$ cat src/rtl/dmem_arbiter.sv
// dmem_arbiter: shares one data-memory port between the pipeline MEM stage and a loader/debug master.
//   p_*  : pipeline request (byte-lane read/write masks), p_stall holds it, p_rdata returns data
//   l_*  : loader request, l_gnt marks a performed access, l_rdata returns data
//   m_*  : data-memory port, m_rdata is combinational from m_addr/m_read
//   Pipeline owns memory by default; the loader takes over when the pipeline is idle or has
//   starved it for STARVE_LIMIT cycles, and hands back after BURST_MAX accesses against a waiting pipeline.
module dmem_arbiter #(
  parameter int unsigned STARVE_LIMIT = 8,
  parameter int unsigned BURST_MAX    = 4
) (
  input  logic        clk,
  input  logic        reset_n,
  input  logic [10:0] p_addr,
  input  logic [3:0]  p_read,
  input  logic [3:0]  p_write,
  input  logic [31:0] p_wdata,
  output logic        p_stall,
  output logic [31:0] p_rdata,
  input  logic        l_req,
  input  logic [10:0] l_addr,
  input  logic [3:0]  l_read,
  input  logic [3:0]  l_write,
  input  logic [31:0] l_wdata,
  output logic        l_gnt,
  output logic [31:0] l_rdata,
  output logic [10:0] m_addr,
  output logic [3:0]  m_read,
  output logic [3:0]  m_write,
  output logic [31:0] m_wdata,
  input  logic [31:0] m_rdata
);
  typedef enum logic {P_OWN, L_OWN} state_t;
  localparam logic [7:0] WAIT_TOP  = 8'(STARVE_LIMIT - 1);
  localparam logic [7:0] BURST_TOP = 8'(BURST_MAX - 1);
  state_t     state, state_nxt;
  logic [7:0] wait_cnt, wait_nxt, burst_cnt, burst_nxt;
  logic       p_req;
  assign p_req   = (p_read != 4'h0) || (p_write != 4'h0);
  assign p_rdata = m_rdata;
  assign l_rdata = m_rdata;
  always_ff @(posedge clk or negedge reset_n)
    if (!reset_n) begin
      state     <= P_OWN;
      wait_cnt  <= 8'd0;
      burst_cnt <= 8'd0;
    end else begin
      state     <= state_nxt;
      wait_cnt  <= wait_nxt;
      burst_cnt <= burst_nxt;
    end
  always_comb begin
    state_nxt = state;
    wait_nxt  = 8'd0;
    burst_nxt = 8'd0;
    m_addr    = p_addr;
    m_read    = p_read;
    m_write   = p_write;
    m_wdata   = p_wdata;
    l_gnt     = 1'b0;
    p_stall   = 1'b0;
    if (state == P_OWN) begin
      if (l_req && (!p_req || wait_cnt == WAIT_TOP))
        state_nxt = L_OWN;
      else if (l_req && p_req)
        wait_nxt = (wait_cnt == 8'hFF) ? wait_cnt : wait_cnt + 8'd1;
    end else begin
      m_addr    = l_addr;
      m_read    = l_req ? l_read : 4'h0;
      m_write   = l_req ? l_write : 4'h0;
      m_wdata   = l_wdata;
      l_gnt     = l_req;
      p_stall   = p_req;
      // only accesses made while the pipeline waits count toward the burst limit
      burst_nxt = (l_req && p_req && burst_cnt != 8'hFF) ? burst_cnt + 8'd1 : burst_cnt;
      if (!l_req || (p_req && burst_cnt == BURST_TOP))
        state_nxt = P_OWN;
    end
    // strobes and handshakes drop as soon as reset asserts, without waiting for a clock
    if (!reset_n) begin
      m_read  = 4'h0;
      m_write = 4'h0;
      l_gnt   = 1'b0;
      p_stall = 1'b0;
    end
  end
endmodule

$ cat config.mk
export PLATFORM = sky130hd
export DESIGN_NAME = dmem_arbiter
export DESIGN_NICKNAME = d
export VERILOG_FILES = /design/src/rtl/dmem_arbiter.sv
export SDC_FILE = /design/constraint.sdc
export NUM_CORES = 1
export LEC_CHECK = 0
export ABC_AREA = 1
export CORE_AREA = 2 2 98 100
export DETAILED_ROUTE_END_ITERATION = 6
export DIE_AREA = 0 0 100 102
export GPL_ROUTABILITY_DRIVEN = 0
export PLACE_DENSITY = 0.77
export SYNTH_ARGS = -nofsm -noshare
export SYNTH_HDL_FRONTEND = slang
export SYNTH_SLANG_ARGS = --single-unit
$ cat constraint.sdc
create_clock -name clk -period 1.45 [get_ports clk]
set_input_delay 0.3625 -clock clk [delete_from_list [all_inputs] [get_ports clk]]
set_output_delay 0.3625 -clock clk [all_outputs]
set_load 0.02 [all_outputs]
; Word level (Yosys, flattened, before mapping)
; Index checks and enable logic that the tools add are counted.
[op_classes]
add_sub_neg = 2
multipliers = 0
n_div = 0
n_lt_le_gt_ge = 0
n_eq_ne = 6
n_shift = 0
n_mux = 21
n_bitwise = 0
n_reduce_logical = 11
[ops]
columns = operator, count
row1 = 2-to-1 mux 8 bit, 6
row2 = 2-to-1 mux 32 bit, 1
row3 = 2-to-1 mux 4 bit, 6
row4 = "adder 8 x 1 -> 8 bit, second input constant", 2
row5 = 2-to-1 mux 11 bit, 1
row6 = "equality test 8 x 2 -> 1 bit, second input constant", 1
row7 = "equality test 8 x 3 -> 1 bit, second input constant", 1
row8 = "equality test 8 bit, second input constant", 1
row9 = "inequality test 8 bit, second input constant", 1
row10 = nonzero test 4 bit, 2
row11 = 2-to-1 mux 1 bit, 7
row12 = logical AND 1 bit, 4
row13 = "inequality test 4 bit, second input constant", 1
row14 = logical OR 1 bit, 3
row15 = logical NOT 1 bit, 2
row16 = "inequality test 2 x 1 -> 1 bit, second input constant", 1
[word_totals]
register_bits = 17
latch_bits = 0
ramBits = 0
rom_bits = 0
out_inout_bits = 117
word_cells = 43
memories = 0

; Depth between registers and ports, before layout
; Gate-level depths: netlist (run 1).
[depth]
depth_word = 7
ltp_mapped = 9
mapped_depth_nobuf = 9

; Worst setup path after synthesis (run 1)
; Ideal clock, no wire load.
[synth_timing]
kind = reg2out
from = register state
to = output m_read[0]
arrival_ns = 1.359
required_ns = 1.087
path_slack_ns = -0.271
path_stages_with_launch = 5
path_cell_list = dfrtp_1 > inv_2 > buf_2 > nand2_1 > o21ai_0
[synth_via]
elab_chain_cells = 2
[synth_rtl]
columns = element, line_no
row1 = from (decl), 35  ; state_t state, state_nxt;
row2 = from (signal assigned), 47  ; state <= state_nxt;
row3 = 2-to-1 mux 4 bit, 61  ; if (state == P_OWN) begin
row4 = 2-to-1 mux 4 bit, 79  ; if (!reset_n) begin
row5 = to (decl), 27  ; output logic [3:0] m_read,
; Every way passes these cells.

; Worst setup path after layout (run 1)
[layout_timing]
from = register state
to = output m_write[1]
[layout_via]
elab_chain_cells = 2
[layout_rtl]
columns = element, line_no
row1 = 2-to-1 mux 4 bit, 61
row2 = 2-to-1 mux 4 bit, 79
row3 = to (decl), 28  ; output logic [3:0] m_write,
; Every way passes these cells.

==> flow_summary.ini, run 1 <==
[outcome]
run_status = finished with violations
failed_checks = negative setup slack

[routing]
detailroute.via_count = 2791
ant_nets = 0
wire_per_inst_um = 15.2
drtPass1Iterations = 4
vias_per_cell = 4.47
route.final.wire_length_mm = 9.51
drcViolationCount = 0
drt_iter0_markers = 55

[sta]
setup-violations-final = 53
final_period_minus_worst_setup_slack_ns = 1.75
fmaxAchievable_mhz = 570
tightestPinTransition_ns = 0.244
finalHoldViolations = 0
fin_tns_setup_ns = -11.07
timing.final.max_slew_violations = 0
rsz0062_at_grt = yes
final_min_period_over_clock_period = 1.21
slew-limit-headroom = 0.837
fin_ws_ns = -0.304
skew_ns = 0.00771

[global_routing]
grt_util_all_layers = 0.160
grt_start_max_net_pins = 26
global_route.overflow_total = 0
via_count_of_the_first_global_routing_pass = 2641
antenna_found_initial = 2
grt_first_pass_wirelength_mm = 13.0

[synth]
synth_async_sr_flop_share = 1.00
cell_type_with_the_highest_aggregate_area_in_the_netlist = nand2_1
cell_area_synth_um2 = 2220
postSynth.topFlopCell = dfrtp_1
post_synth_inst_count = 389
most_common_cell_in_the_synthesized_netlist = nand2_1
synthDominantCellAreaShare = 0.330
post_synth.cell_area_avg_um2 = 5.71
synth_commonest_cells = 195 x nand2_1, 64 x buf_4, 26 x inv_1, 22 x nor2_1, 17 x dfrtp_1
synth_area_leaders = nand2_1 33%, buf_4 22%, dfrtp_1 19%
synth_cell_types = 24
synthesis.yosys.warnings = 0
synth.ff_latch_count = 17
synth.net_count = 528
number_of_enable_type_register_cells_in_the_synthesized_netlist = 0
register_area_share_after_synthesis = 0.192

[die]
initial_core_util = 0.244
chipWidth_um = 100
floorplan.rows = 35
design.die.area_um2 = 10200
ios = 254
die_h_um = 102
coreArea_um2 = 9110

[setup_path]
cp-start-kind = flop
cp_data_required_time_ns = 1.09
cp_class = flop to output pin
crit_path_cell_trace = clkinv_4, buf_12, nand2_4, o21ai_2, buf_6
crit_path_max_incr_delay_ns = 0.45
cp_data_arrival_time_ns = 1.39
timing.critical_path.fanout_max = 12
worstSetupEndpointType = output pin
crit_path_slowest_cell = dfrtp_2
worst_r2r_path_depth = 8

[final_layout]
layout.nets = 653
final_layout_size_suffix_gt1_frac = 0.384
diodes = 0
final_core_util = 0.459
area_growth_pct = 88.3

[clock_tree]
cts_tree = done
cts-root-to-sink-buffers = 2
cts_made_buffers = 3
clock-sinks = 17
holdBufCountCts = 0
root_buffer = clkbuf_8
path_clk_slew_ns = 0.07
insertion_delay_ns = 0.25
clock_tree.htree_level_count = 1

[power]
power.ir.vdd_worst_mv = 0.488
report.power.total_mw = 4.33
power.density_cell_area_nw_per_um2 = 1040
power_leakage_nw = 2.07

[place]
port-buffer-count = 157
dp_hpwl_mm = 7.37
pre_cts_ws_ns = -0.995

[min_path]
min_path_type = primary input to async pin

[flow_run]
maxCapViolations = 0
state kept, by name (all words and copies together) (netlist names):
register   cells
burst_cnt      8
wait_cnt       8
state          1
cell families after synthesis:
group / Yosys count / synth area share
xor gates and xnor gates: 6 / 0.0237
adders and majority gates: 2 / 0.0113
buffers and inverters: 103 / 0.291
DFF: 17 / 0.192
AOI/OAI and AO/OA: 12 / 0.0271
and+or+nand+nor: 249 / 0.455
through the flow:
| step | area (µm²) | instances | hold slack [ns] |
|---|---|---|---|
| CTS | 3950 | 618 | 0.399 |
| global placement | 3740 | 607 | 0.491 |
| global route | 4180 | 624 | 0.409 |
| detailed placement | 3740 | 607 | 0.500 |
| floorplan | 2330 | 389 | 0.0669 |
| finish | 4180 | 624 | 0.395 |
routing by layer:
metal | wire [µm] | global-route usage
met1 | 3380 | 0.176
met2 | 4920 | 0.291
met3 | 1050 | 0.0684
met4 | 135 | 0.0316
met5 | 28 | 0
worst max-delay path: cells and delay by family (launching register included):
kind,cells,cell delay (ns)
compound gates,1,0.17
simple gates,1,0.13
flops,1,0.45
buf+inv,3,0.39
repair_timing:
action,4_1_cts,5_1_grt
pin swaps,7,13
gates cloned,1,3
setup buffers,6,6
endpoints found under the setup margin,70,68
resized for setup,332,72
path summary, 6_finish.rpt:
kind | from | endpoint | slack (ns)
worst max-delay path | state$_DFF_PN0_ | m_write[1] | -0.30
worst min-delay path | reset_n | wait_cnt[2]$_DFFE_PN0P_ | 0.40
worst max register to register | wait_cnt[1]$_DFFE_PN0P_ | wait_cnt[6]$_DFFE_PN0P_ | 0.05
worst min register to register | burst_cnt[2]$_DFFE_PN0P_ | burst_cnt[2]$_DFFE_PN0P_ | 0.57
max in group asynchronous | reset_n | state$_DFF_PN0_ | 0.83
min in group clk | burst_cnt[2]$_DFFE_PN0P_ | burst_cnt[2]$_DFFE_PN0P_ | 0.57
layout make-up:
cell class	count	area [µm²]
clock buffer	4	45.0
fill	915	4930
inverter	28	115
multi-input combinational	270	1480
sequential	17	427
tap	111	139
timing repair buffer	194	1970
cells in the final DEF (no fill, tap or decap), drive strengths merged:
cell	n
nand3	12
a21oi	3
nor3b	1
clkinv	1
ha	2
buf	86
dlygate4sd2	10
nand2	199
clkdlybuf4s50	94
nor3	6
xor2	6
nand4	7
dfrtp	17
inv	27
or2	1
clkdlybuf4s15	3
nor2	24
o21ai	9
clkbuf	5
power by group:
group	switching, mW	internal, mW	total, mW
sequential	0.0460	0.519	0.565
combinational	1.76	1.65	3.41
clock	0.166	0.195	0.361
total	1.97	2.37	4.33
Note: power is estimated with default switching activity, not from simulation.
==> run 2: changes to the inputs <==
--- a/config.mk
+++ b/config.mk
@@ -10,7 +10,9 @@
 export DETAILED_ROUTE_END_ITERATION = 6
 export DIE_AREA = 0 0 100 102
 export GPL_ROUTABILITY_DRIVEN = 0
-export PLACE_DENSITY = 0.77
+export HOLD_SLACK_MARGIN = 0.02
+export PLACE_DENSITY_LB_ADDON = 0.12
+export SLEW_MARGIN = 20
 export SYNTH_ARGS = -nofsm -noshare
 export SYNTH_HDL_FRONTEND = slang
 export SYNTH_SLANG_ARGS = --single-unit
==> run 2 against run 1 <==
Net effect:
- the flow still finishes with violations (negative setup slack)
- register-to-register slack worse by 0.11 ns
- total power is 15% higher
- sequential power is 2% lower
- maximum frequency is 0.42% lower
- sequential share of layout area is 0.86 points lower
- first-iteration DRC count is 36% higher
- critical path depth is 2 higher
- via count is 0.93% lower
- count of clock-buffer cells in the layout stayed put
- wire length is 0.25% lower
- global-route usage is 1.3 points higher
- cell count is 2.9% higher
==> flow_summary.ini, run 2 (synthesis gave the netlist of run 1 again) <==
[setup_path]
worst_r2r_path_depth = 7
cp_class = flop to output pin
r2r_start = state$_DFF_PN0_
cp_data_required_time_ns = 1.09
cp-start-kind = flop
cp_data_arrival_time_ns = 1.40
worstSetupEndpointType = output pin
reg2reg_setup_slack_ns = -0.06
crit-reg2reg-capture = state$_DFF_PN0_
timing.critical_path.fanout_max = 7

[sta]
final_period_minus_worst_setup_slack_ns = 1.76
setup-violations-final = 65
fin_ws_ns = -0.312
fmaxAchievable_mhz = 568
slew-limit-headroom = 0.846
skew_ns = 0.00280
final_min_period_over_clock_period = 1.21
finalHoldViolations = 0
tightestPinTransition_ns = 0.230
timing.final.max_slew_violations = 0
rsz0062_at_grt = yes
holdWs_ns = 0.333

[routing]
drtPass1Iterations = 4
route.final.wire_length_mm = 9.49
detailroute.via_count = 2765
vias_per_cell = 4.31
ant_nets = 0
drt_iter0_markers = 75
wire_per_inst_um = 14.8
drcViolationCount = 0

[place]
port-buffer-count = 157
pre_cts_ws_ns = -1.03
dpl_cell_area_um2 = 3750
dp_hpwl_mm = 6.72
place_inst = 610

[die]
design.die.area_um2 = 10200
die_h_um = 102
ios = 254
initial_core_util = 0.244
chipWidth_um = 100
coreArea_um2 = 9110
floorplan.rows = 35

[global_routing]
antenna_found_initial = 0
grt_start_max_net_pins = 18
via_count_of_the_first_global_routing_pass = 2703
grt_util_all_layers = 0.173
global_route.overflow_total = 0
grt_first_pass_wirelength_mm = 13.8

[final_layout]
finished_layout_cells = 642
area_growth_pct = 106
biggest_regs = burst_cnt (8), wait_cnt (8), state (1)
layout.cells.most_common = nand2_1
mostFrequentLayoutCells = 122 x nand2_1, 94 x clkdlybuf4s50_1, 54 x nand2_2
final_cell_area_um2 = 4560
final_layout_size_suffix_gt1_frac = 0.418
layout.nets = 671
diodes = 0

[clock_tree]
cts-root-to-sink-buffers = 2
insertion_delay_ns = 0.25
clock_tree.htree_level_count = 1
cts_made_buffers = 3
clock-sinks = 17
path_clk_slew_ns = 0.07
cts_tree = done
root_buffer = clkbuf_8
holdBufCountCts = 0

[power]
p_comb_frac = 0.816
internal_power_mw = 2.80
switching_share = 0.437
power_switching_mw = 2.18
clock_power_share = 0.073
power.density_cell_area_nw_per_um2 = 1090
report.power.total_mw = 4.98
power_leakage_nw = 2.27
power.ir.vdd_worst_mv = 0.381
power.share.sequential = 0.111

[min_path]
min_path_type = primary input to async pin

[flow_run]
maxCapViolations = 0

[outcome]
run_status = finished with violations
failed_checks = negative setup slack
==> run 2: cell types whose count changed in the layout (fill, tap and decap cells not counted), sizes merged <==
cell	change
buf	+21
clkbuf	+1
clkdlybuf4s15	+1
dlygate4sd2	-5
==> run 2: worst max path at each step <==
stage	start	to	slack (ns)	cells after the start
2_1_floorplan	state$_DFF_PN0_	m_read[0]	-0.06	4
3_3_place_gp	reset_n	m_read[2]	-1.01	7
3_5_place_dp	reset_n	m_write[0]	-1.03	7
4_1_cts	state$_DFF_PN0_	m_read[0]	-0.36	7
5_1_grt	state$_DFF_PN0_	m_write[3]	-0.39	7
6_report	state$_DFF_PN0_	m_read[1]	-0.31	7
==> run 2: repair_timing <==
action	CTS	global route
buffers inserted	15	7
hold endpoints to repair	0	0
pin swaps	23	16
setup endpoints to repair	70	70
gates cloned	8	2
gates resized for setup	399	44
==> run 2: through the flow <==
stage               utilization  TNS, ns
finish                    0.501   -13.20
global route              0.501   -17.73
CTS                       0.491   -14.50
detailed placement        0.412   -37.70
global placement          0.412   -37.37
floorplan                     -   -0.311
==> run 2: power by group through the flow <==
stage	sequential, mW	clock (mW)	combinational [mW]
floorplan	0.564	0	1.64
global placement	0.558	0	2.88
detailed placement	0.556	0	2.89
CTS	0.558	0.375	4.08
global route	0.557	0.394	4.33
finish	0.553	0.364	4.06
==> run 2: area by class of cell <==
type,count,area (µm²)
Multi-Input combinational cell,270,1580
Timing Repair Buffer,212,2250
Clock buffer,4,45.0
Tap cell,111,139
Sequential cell,17,427
Inverter,28,118
Fill cell,931,4550
==> run 2: layer usage <==
layer	global-route usage	up-vias	part of all wire
li1	-	1408	-
met1	0.223	1212	0.41
met2	0.290	117	0.48
met3	0.0417	28	0.088
met4	0.0506	0	0.025
met5	0	-	0
==> run 2: critical path: stages (launching register included) <==
cell and delay, ns:
dfrtp_2 0.39, clkinv_4 0.11, nor3_4 0.16, buf_12 0.14, buf_16 0.11, nand2_2 0.06, o21ai_4 0.05, buf_6 0.13
